<file path="src/rtl/data_serializer_if.sv">
// Handshake bundle for data_serializer: wide word in, narrow beats out.
// last_out exists only when DATA_SERIALIZER_LAST_EN is defined.
interface data_serializer_if #(
  parameter int IN_WIDTH  = 64,
  parameter int OUT_WIDTH = 8
);
  logic                 valid_in;
  logic [IN_WIDTH-1:0]  data_in;
  logic                 in_ready;
  logic                 valid_out;
  logic [OUT_WIDTH-1:0] data_out;
  logic                 out_ready;
`ifdef DATA_SERIALIZER_LAST_EN
  logic                 last_out;
`endif

  modport master (
    output valid_in, data_in, out_ready,
    input  in_ready, valid_out, data_out
`ifdef DATA_SERIALIZER_LAST_EN
    , input last_out
`endif
  );

  modport slave (
    input  valid_in, data_in, out_ready,
    output in_ready, valid_out, data_out
`ifdef DATA_SERIALIZER_LAST_EN
    , output last_out
`endif
  );
endinterface

</file>
<file path="src/rtl/data_serializer.sv">
// Wide-to-narrow serializer: shift register + one-word pending buffer for full output rate.
// Optional last_out beat marker enabled by defining DATA_SERIALIZER_LAST_EN.
module data_serializer #(
  parameter int IN_WIDTH  = 64,
  parameter int OUT_WIDTH = 8,
  parameter int MSB_FIRST = 0
) (
  input  logic clk_in,
  input  logic rst,
  data_serializer_if.slave bus
);
  localparam int RATIO = IN_WIDTH / OUT_WIDTH;
  localparam int CW    = (RATIO > 1) ? $clog2(RATIO) : 1;

  generate
    if (IN_WIDTH % OUT_WIDTH != 0) begin : g_bad_ratio
      $error("data_serializer: IN_WIDTH must be a multiple of OUT_WIDTH");
    end
  endgenerate

  typedef enum logic [1:0] {EMPTY, BUSY, FULL} state_t;

  state_t              state, state_nx;
  logic [IN_WIDTH-1:0] sr, pb, sr_shifted;
  logic [CW-1:0]       cnt;
  logic                accept, fire, cnt_last, lastfire;
  logic                load_in, load_pb, store_pb, shift;

  // in_ready depends on state only, so upstream never sees a combinational loop
  assign bus.in_ready  = (state != FULL);
  assign bus.valid_out = (state != EMPTY);
  assign accept        = bus.valid_in & bus.in_ready;
  assign fire          = bus.valid_out & bus.out_ready;
  assign cnt_last      = (cnt == CW'(RATIO - 1));
  assign lastfire      = fire & cnt_last;

  always_ff @(posedge clk_in or posedge rst) begin
    if (rst) state <= EMPTY;
    else     state <= state_nx;
  end

  always_comb begin
    state_nx = state;
    load_in  = 1'b0;
    load_pb  = 1'b0;
    store_pb = 1'b0;
    shift    = 1'b0;
    case (state)
      EMPTY: if (accept) begin
        load_in  = 1'b1;
        state_nx = BUSY;
      end
      BUSY: begin
        if (lastfire) begin
          if (accept) load_in  = 1'b1;
          else        state_nx = EMPTY;
        end else begin
          shift = fire;
          if (accept) begin
            store_pb = 1'b1;
            state_nx = FULL;
          end
        end
      end
      FULL: begin
        if (lastfire) begin
          load_pb  = 1'b1;
          state_nx = BUSY;
        end else begin
          shift = fire;
        end
      end
      default: state_nx = EMPTY;
    endcase
  end

  // The beat on data_out is always the edge-aligned slice of sr
  always_comb begin
    if (MSB_FIRST != 0) sr_shifted = sr << OUT_WIDTH;
    else                sr_shifted = sr >> OUT_WIDTH;
  end

  always_ff @(posedge clk_in or posedge rst) begin
    if (rst) begin
      sr  <= '0;
      pb  <= '0;
      cnt <= '0;
    end else begin
      if (store_pb) pb <= bus.data_in;
      if (load_in) begin
        sr  <= bus.data_in;
        cnt <= '0;
      end else if (load_pb) begin
        sr  <= pb;
        cnt <= '0;
      end else if (shift) begin
        sr  <= sr_shifted;
        cnt <= cnt + 1'b1;
      end
    end
  end

  generate
    if (MSB_FIRST != 0) begin : g_msb
      assign bus.data_out = sr[IN_WIDTH-1 -: OUT_WIDTH];
    end else begin : g_lsb
      assign bus.data_out = sr[OUT_WIDTH-1:0];
    end
  endgenerate

`ifdef DATA_SERIALIZER_LAST_EN
  assign bus.last_out = bus.valid_out & cnt_last;
`endif
endmodule
</file>
<file path="src/flat_wrapper.sv">
// flat-port wrapper written by rule: the top's interface ports become plain ports
module data_serializer_flat 
#(
  parameter int IN_WIDTH  = 64,
  parameter int OUT_WIDTH = 8,
  parameter int MSB_FIRST = 0
)
  (clk_in, rst, bus_valid_in, bus_data_in, bus_out_ready, bus_in_ready, bus_valid_out, bus_data_out);
  data_serializer_if #(.IN_WIDTH(IN_WIDTH), .OUT_WIDTH(OUT_WIDTH)) bus_i ();
  input  logic clk_in;
  input  logic rst;
  input wire logic [$bits(bus_i.valid_in)-1:0] bus_valid_in;
  input wire logic [$bits(bus_i.data_in)-1:0] bus_data_in;
  input wire logic [$bits(bus_i.out_ready)-1:0] bus_out_ready;
  output wire logic [$bits(bus_i.in_ready)-1:0] bus_in_ready;
  output wire logic [$bits(bus_i.valid_out)-1:0] bus_valid_out;
  output wire logic [$bits(bus_i.data_out)-1:0] bus_data_out;
  assign bus_i.valid_in = bus_valid_in;
  assign bus_i.data_in = bus_data_in;
  assign bus_i.out_ready = bus_out_ready;
  assign bus_in_ready = bus_i.in_ready;
  assign bus_valid_out = bus_i.valid_out;
  assign bus_data_out = bus_i.data_out;
  data_serializer #(.IN_WIDTH(IN_WIDTH), .OUT_WIDTH(OUT_WIDTH), .MSB_FIRST(MSB_FIRST)) u_core (.clk_in(clk_in), .rst(rst), .bus(bus_i));
endmodule
</file>
<file path="config.mk">
export PLATFORM = sky130hd
export DESIGN_NAME = data_serializer_flat
export DESIGN_NICKNAME = d
export VERILOG_FILES = /design/src/rtl/data_serializer_if.sv /design/src/rtl/data_serializer.sv /design/src/flat_wrapper.sv
export SDC_FILE = /design/constraint.sdc
export NUM_CORES = 1
export LEC_CHECK = 0
export CORE_MARGIN = 5
export CORE_UTILIZATION = 50
export DETAILED_ROUTE_END_ITERATION = 7
export HOLD_SLACK_MARGIN = 0.15
export PLACE_DENSITY = 0.72
export SLEW_MARGIN = 40
export SYNTH_ARGS = -nofsm -noshare
export SYNTH_HDL_FRONTEND = slang
export SYNTH_SLANG_ARGS = --single-unit
</file>
<file path="constraint.sdc">
create_clock -name clk_in -period 5.9 [get_ports clk_in]
set_input_delay 1.77 -clock clk_in [delete_from_list [all_inputs] [get_ports clk_in]]
set_output_delay 1.77 -clock clk_in [all_outputs]
set_load 0.01 [all_outputs]
</file>
# After elaboration in Yosys (flattened, before gate mapping)

Index checks and enable logic that the tools add are counted.

$add $sub $neg: 1
Eq/ne operators: 8
Multiplexer cells: 21
Bitwise gates (word level): 3
Reduce and logical (&&, ||, !) cells: 5

Operators by type and width:

| operator                                                               | count |
|---|---|
| 64-bit 2-to-1 mux                                                      | 3 |
| 2-bit 2-to-1 mux                                                       | 5 |
| 3-bit 2-to-1 mux                                                       | 3 |
| 1-bit 2-to-1 mux                                                       | 8 |
| 2-bit one-hot mux with 3 select lines                                  | 1 |
| 2-bit by 1-bit != test with 1-bit output (second input constant)       | 2 |
| 4-bit AND reduction                                                    | 1 |
| 3-bit by 1-bit adder with 3-bit output (second input constant)         | 1 |
| 1-bit AND                                                              | 3 |
| 3-bit equality test (second input constant)                            | 1 |
| 3-bit by 1-bit != test with 1-bit output (second input constant)       | 1 |
| 3-bit != test (second input constant)                                  | 1 |
| 3-bit nonzero test                                                     | 1 |
| 2-bit by 1-bit equality test with 1-bit output (second input constant) | 1 |
| 2-bit equality test (second input constant)                            | 1 |
| 2-bit logical NOT                                                      | 1 |
| 2-bit != test (second input constant)                                  | 1 |
| 1-bit one-hot mux with 2 select lines                                  | 1 |
| 2-bit nonzero test                                                     | 1 |
| 2-bit OR reduction                                                     | 1 |

Flip-flop bits (word level): 133
Input port bits: 68
Output and inout bits: 10

# Longest topological paths before layout

Depth in word-level cells: 8
Depth in mapped cells: 9
Depth with buffers taken out: 5

# Worst setup path before layout

Ideal clock, no wire load.

Path type: input port to flip-flop
Start point: in bus_valid_in
End point: reg u_core.pb[0]
Arrival: 2729 ps
Slack: 3046 ps
Stages on the path: 5
Buffers on the path: 2
Path through: nor2b_2 -> and3_4 -> buf_12 -> buf_12 -> mux2_4

Word-level cells in the longest chain between the ends: 4

Ends and longest elaborated chain:

| what                 | line                  | text |
|---|---|---|
| start, declared      | flat_wrapper.sv:12    | `input wire logic [$bits(bus_i.valid_in)-1:0] bus_valid_in;` |
| 1-bit AND            | data_serializer.sv:32 | `assign accept = bus.valid_in & bus.in_ready;` |
| 1-bit 2-to-1 mux     | data_serializer.sv:59 | `if (accept) begin` |
| 1-bit 2-to-1 mux     | data_serializer.sv:54 | `if (lastfire) begin` |
| 1-bit 2-to-1 mux     | data_serializer.sv:48 | `case (state)` |
| end signal, assigned | data_serializer.sv:89 | `if (store_pb) pb <= bus.data_in;` |
| end, declared        | data_serializer.sv:24 | `logic [IN_WIDTH-1:0] sr, pb, sr_shifted;` |

Every way passes these cells.
A chain may end at the register's enable or synchronous reset.

# Worst setup path after layout

Start point: reg u_core.state[0]
End point: out bus_valid_out

Word-level cells in the longest chain between the ends: 1

Ends and longest elaborated chain:

| what                   | line                  | text |
|---|---|---|
| start, declared        | data_serializer.sv:23 | `state_t state, state_nx;` |
| start signal, assigned | data_serializer.sv:39 | `else state <= state_nx;` |
| 2-bit nonzero test     | data_serializer.sv:31 | `assign bus.valid_out = (state != EMPTY);` |
| end, declared          | flat_wrapper.sv:16    | `output wire logic [$bits(bus_i.valid_out)-1:0] bus_valid_out;` |

Every way passes these cells.

==> results.md <==
- Status: complete, no violations
- Share of the synthesized area in the top cell type: 0.446
- Yosys Warn Count: 0
- Remaining global-route overflow: 0
- Die width: 132 um
- Syn Nets: 760
- Unrepaired setup endpoints after global routing: false
- Synth area leaders: dfrtp_1, mux2_4, a21oi_1
- Critical-path maximum fanout: 10
- Routed wire length per instance: 20.9 um
- Clock Skews: 5.22 ps
- Slew Viols, Final: 0
- Max clock buf depth: 2
- Routability Congestion: 0.827
- Pwr dens: 571 nW/um^2
- Worst-Margin Slew: 776 ps
- DR vias/cell: 6.32
- PostCTS Resize Cnt: 0
- Setup violators final: 0
- Antenna-violating nets left: 0
- Post-synthesis mux area share: 0.129
- Share of cells above drive strength 1: 0.236
- Kind of critical path: reg -> out
- Sequential-to-total area share from yosys stat: 0.446
- Synthesized flop and latch total: 133
- Layout area overhead: 16.1%
- Core box area: 14600 um^2
- Startpoint class of the critical path: flop
- Tcrit/Tclk final: 0.639
- Die height: 132 um
- Worst ir drop on vdd: 0.000498 V
- Largest stage delay on the critical path: 500 ps
- Critical Path AT: 2000 ps
- Top delay family on crit path: buffers and inverters
- Die area: 17500 um^2
- Synth Area in Adders: 0.00972
- Ys async rst share: 1.00
- Critical-path cell list: inv_1, ha_1, inv_1, clkdlybuf4s50_1
- Diodes inserted: 0
- Post-detailed-routing wire length: 19100 um
- Htree depth: 4
- Minimum clock period: 3770 ps
- Max-cap violation count: 0
- Hold path start: u_core.pb[53]
- Worst-skew pair later-pin latency: 420 ps
- Worst Path Required: 4130 ps
- Total track usage: 0.219
- Main combinational cell family by area after synthesis: simple AND/OR/NAND/NOR gates
- Crit-path most repeated cell: inv_1
- CTS sink cnt: 133
- Num CTS Buffers: 17
- Area of the multi-input gates: 3620 um^2
- Synth Instances: 687
- Ports: 78
- DP HPWL: 11100 um
- FF/Latch Area: 3330 um^2
- Port Buffers: 77
- Drc violations: 0
- Largest net degree at the start of global routing: 85
- Setup Fix Bufs, Post-CTS: 0
- Setup TNS: 0 ps
- Leakage power: 3.40 nW
- Post-Synth Simple-Gate Area: 0.184
- Antenna violations before repair: 0
- Max Freq: 265 MHz
- Synth Cell Area: 7470 um^2
- Final Hold Viols: 0
- Final #Nets: 790
- Post-synthesis area per instance: 10.9 um^2
- Crit path buffers/inverters: 3
- CP Capture Type: output pin
- Cell accounting for the most synthesized area: dfrtp_1
- Primary FF master, synth: dfrtp_1
- Relative slew slack: 0.483
- Filler Cell Count: 1248
- Worst r2r src: u_core.state[0]
- Hold WC Path Type: reg -> reg
- Global-route wire length before repair: 31700 um
- Critical Path Start: u_core.state[0]
- Site Rows: 44
- Post-Synth XOR/XNOR Area: 0
- Vias in the first global route: 6072
- Cts hold-fix bufs: 0
- CTS root buf: clkbuf_16
- Design Power: 0.00495 W
- Synth Area in Compound Gates: 0.157
- Total number of vias: 5779
- DR pass1 iterations: 5
- Drt first-iter violations: 522
- CTS tree: built
- Starting Density: 0.512
- Yosys cell types: 39
- CP max-delay cell: clkdlybuf4s50_1
- Number of enable flip-flop cells after synthesis: 0
- Clock transition at path regs: 60 ps
==> Yosys cell counts, drive strengths merged (3+ instances only) <==
| master | count |
|---|---|
| dfrtp | 133 |
| a21oi | 113 |
| mux2 | 65 |
| nand3 | 57 |
| nand3b | 57 |
| o31ai | 56 |
| or3b | 56 |
| buf | 46 |
| clkbuf | 35 |
| a31oi | 10 |
| nand2 | 10 |
| o21ai | 10 |
| nor3 | 9 |
| inv | 6 |
| ha | 5 |
| nand2b | 3 |
==> layout by cell type (no fill, tap or decap), types with 2 or more instances in the layout <==
cell type and count:
dfrtp_1 133, o21ai_0 10, a31o_2 2, clkbuf_8 3, nand3_1 57, buf_12 2, nand3b_1 56, a31oi_1 9
clkinv_2 5, or3b_2 51, a21oi_1 113, mux2_2 5, or3b_1 5, clkbuf_16 17, nand2b_1 2, buf_4 13
mux2_4 60, inv_1 5, nand2_1 10, ha_1 3, nor3_1 9, o31ai_1 56, clkdlybuf4s50_1 77, clkbuf_1 3
clkinvlp_4 3
==> per-stage QoR <==
| step | setup WS, ps | cells | hold slack, ps | utilization | instance area, um^2 |
|---|---|---|---|---|---|
| finish | 2130 | 914 | 500 | 0.595 | 8670 |
| CTS | 2140 | 914 | 502 | 0.594 | 8670 |
| detailed placement | 1810 | 882 | 484 | 0.556 | 8120 |
| floorplan | 576 | 687 | 473 | - | 7470 |
| global placement | 1700 | 880 | 484 | 0.553 | 8070 |
| global route | 2020 | 914 | 510 | 0.595 | 8670 |
==> kinds of logic (layout without fill, tap and decap cells) <==
| logic type | after synthesis | in the layout |
|---|---|---|
| adders and majority gates | 6 | 6 |
| and+or+nand+nor | 199 | 199 |
| muxes | 66 | 66 |
| DFF | 133 | 133 |
| buffers and inverters | 87 | 130 |
| AOI/OAI and AO/OA | 196 | 196 |
==> final timing paths <==
kind | end | slack, ps | cells past startpoint
setup / recovery | bus_valid_out | 2130 | 4
hold / removal | u_core.pb[53] | 500 | 1
setup reg to reg | u_core.sr[26] | 2900 | 7
hold reg to reg | u_core.pb[53] | 500 | 1
max in group asynchronous | u_core.cnt[1] | 3250 | 3
min in group asynchronous | u_core.sr[7] | 1840 | 2
==> sequential cells by signal, summed over array words and instances (netlist names) <==
name and count:
u_core.cnt 3, u_core.state 2, u_core.pb 64, u_core.sr 64
==> power breakdown <==
part	switching [W]	internal [W]
Clock	0.000399	0.000608
Sequential	0.000261	0.00139
Combinational	0.00114	0.00115
==> cell type report <==
class / instances / area share
multi-input cells: 467 / 0.417
well taps: 184 / 0.0265
clock inverters: 9 / 0.00894
repair buffers: 92 / 0.105
inverters: 6 / 0.00346
clock buffers: 23 / 0.0551
flip-flops and latches: 133 / 0.384
==> layer usage <==
layer | wire length (um) | share of wire | global-route usage
met1 | 8720 | 0.46 | 0.306
met2 | 8990 | 0.47 | 0.339
met3 | 1030 | 0.054 | 0.0519
met4 | 368 | 0.019 | 0.0718
met5 | 0 | 0 | 0
(Power assumes the default switching activity.)
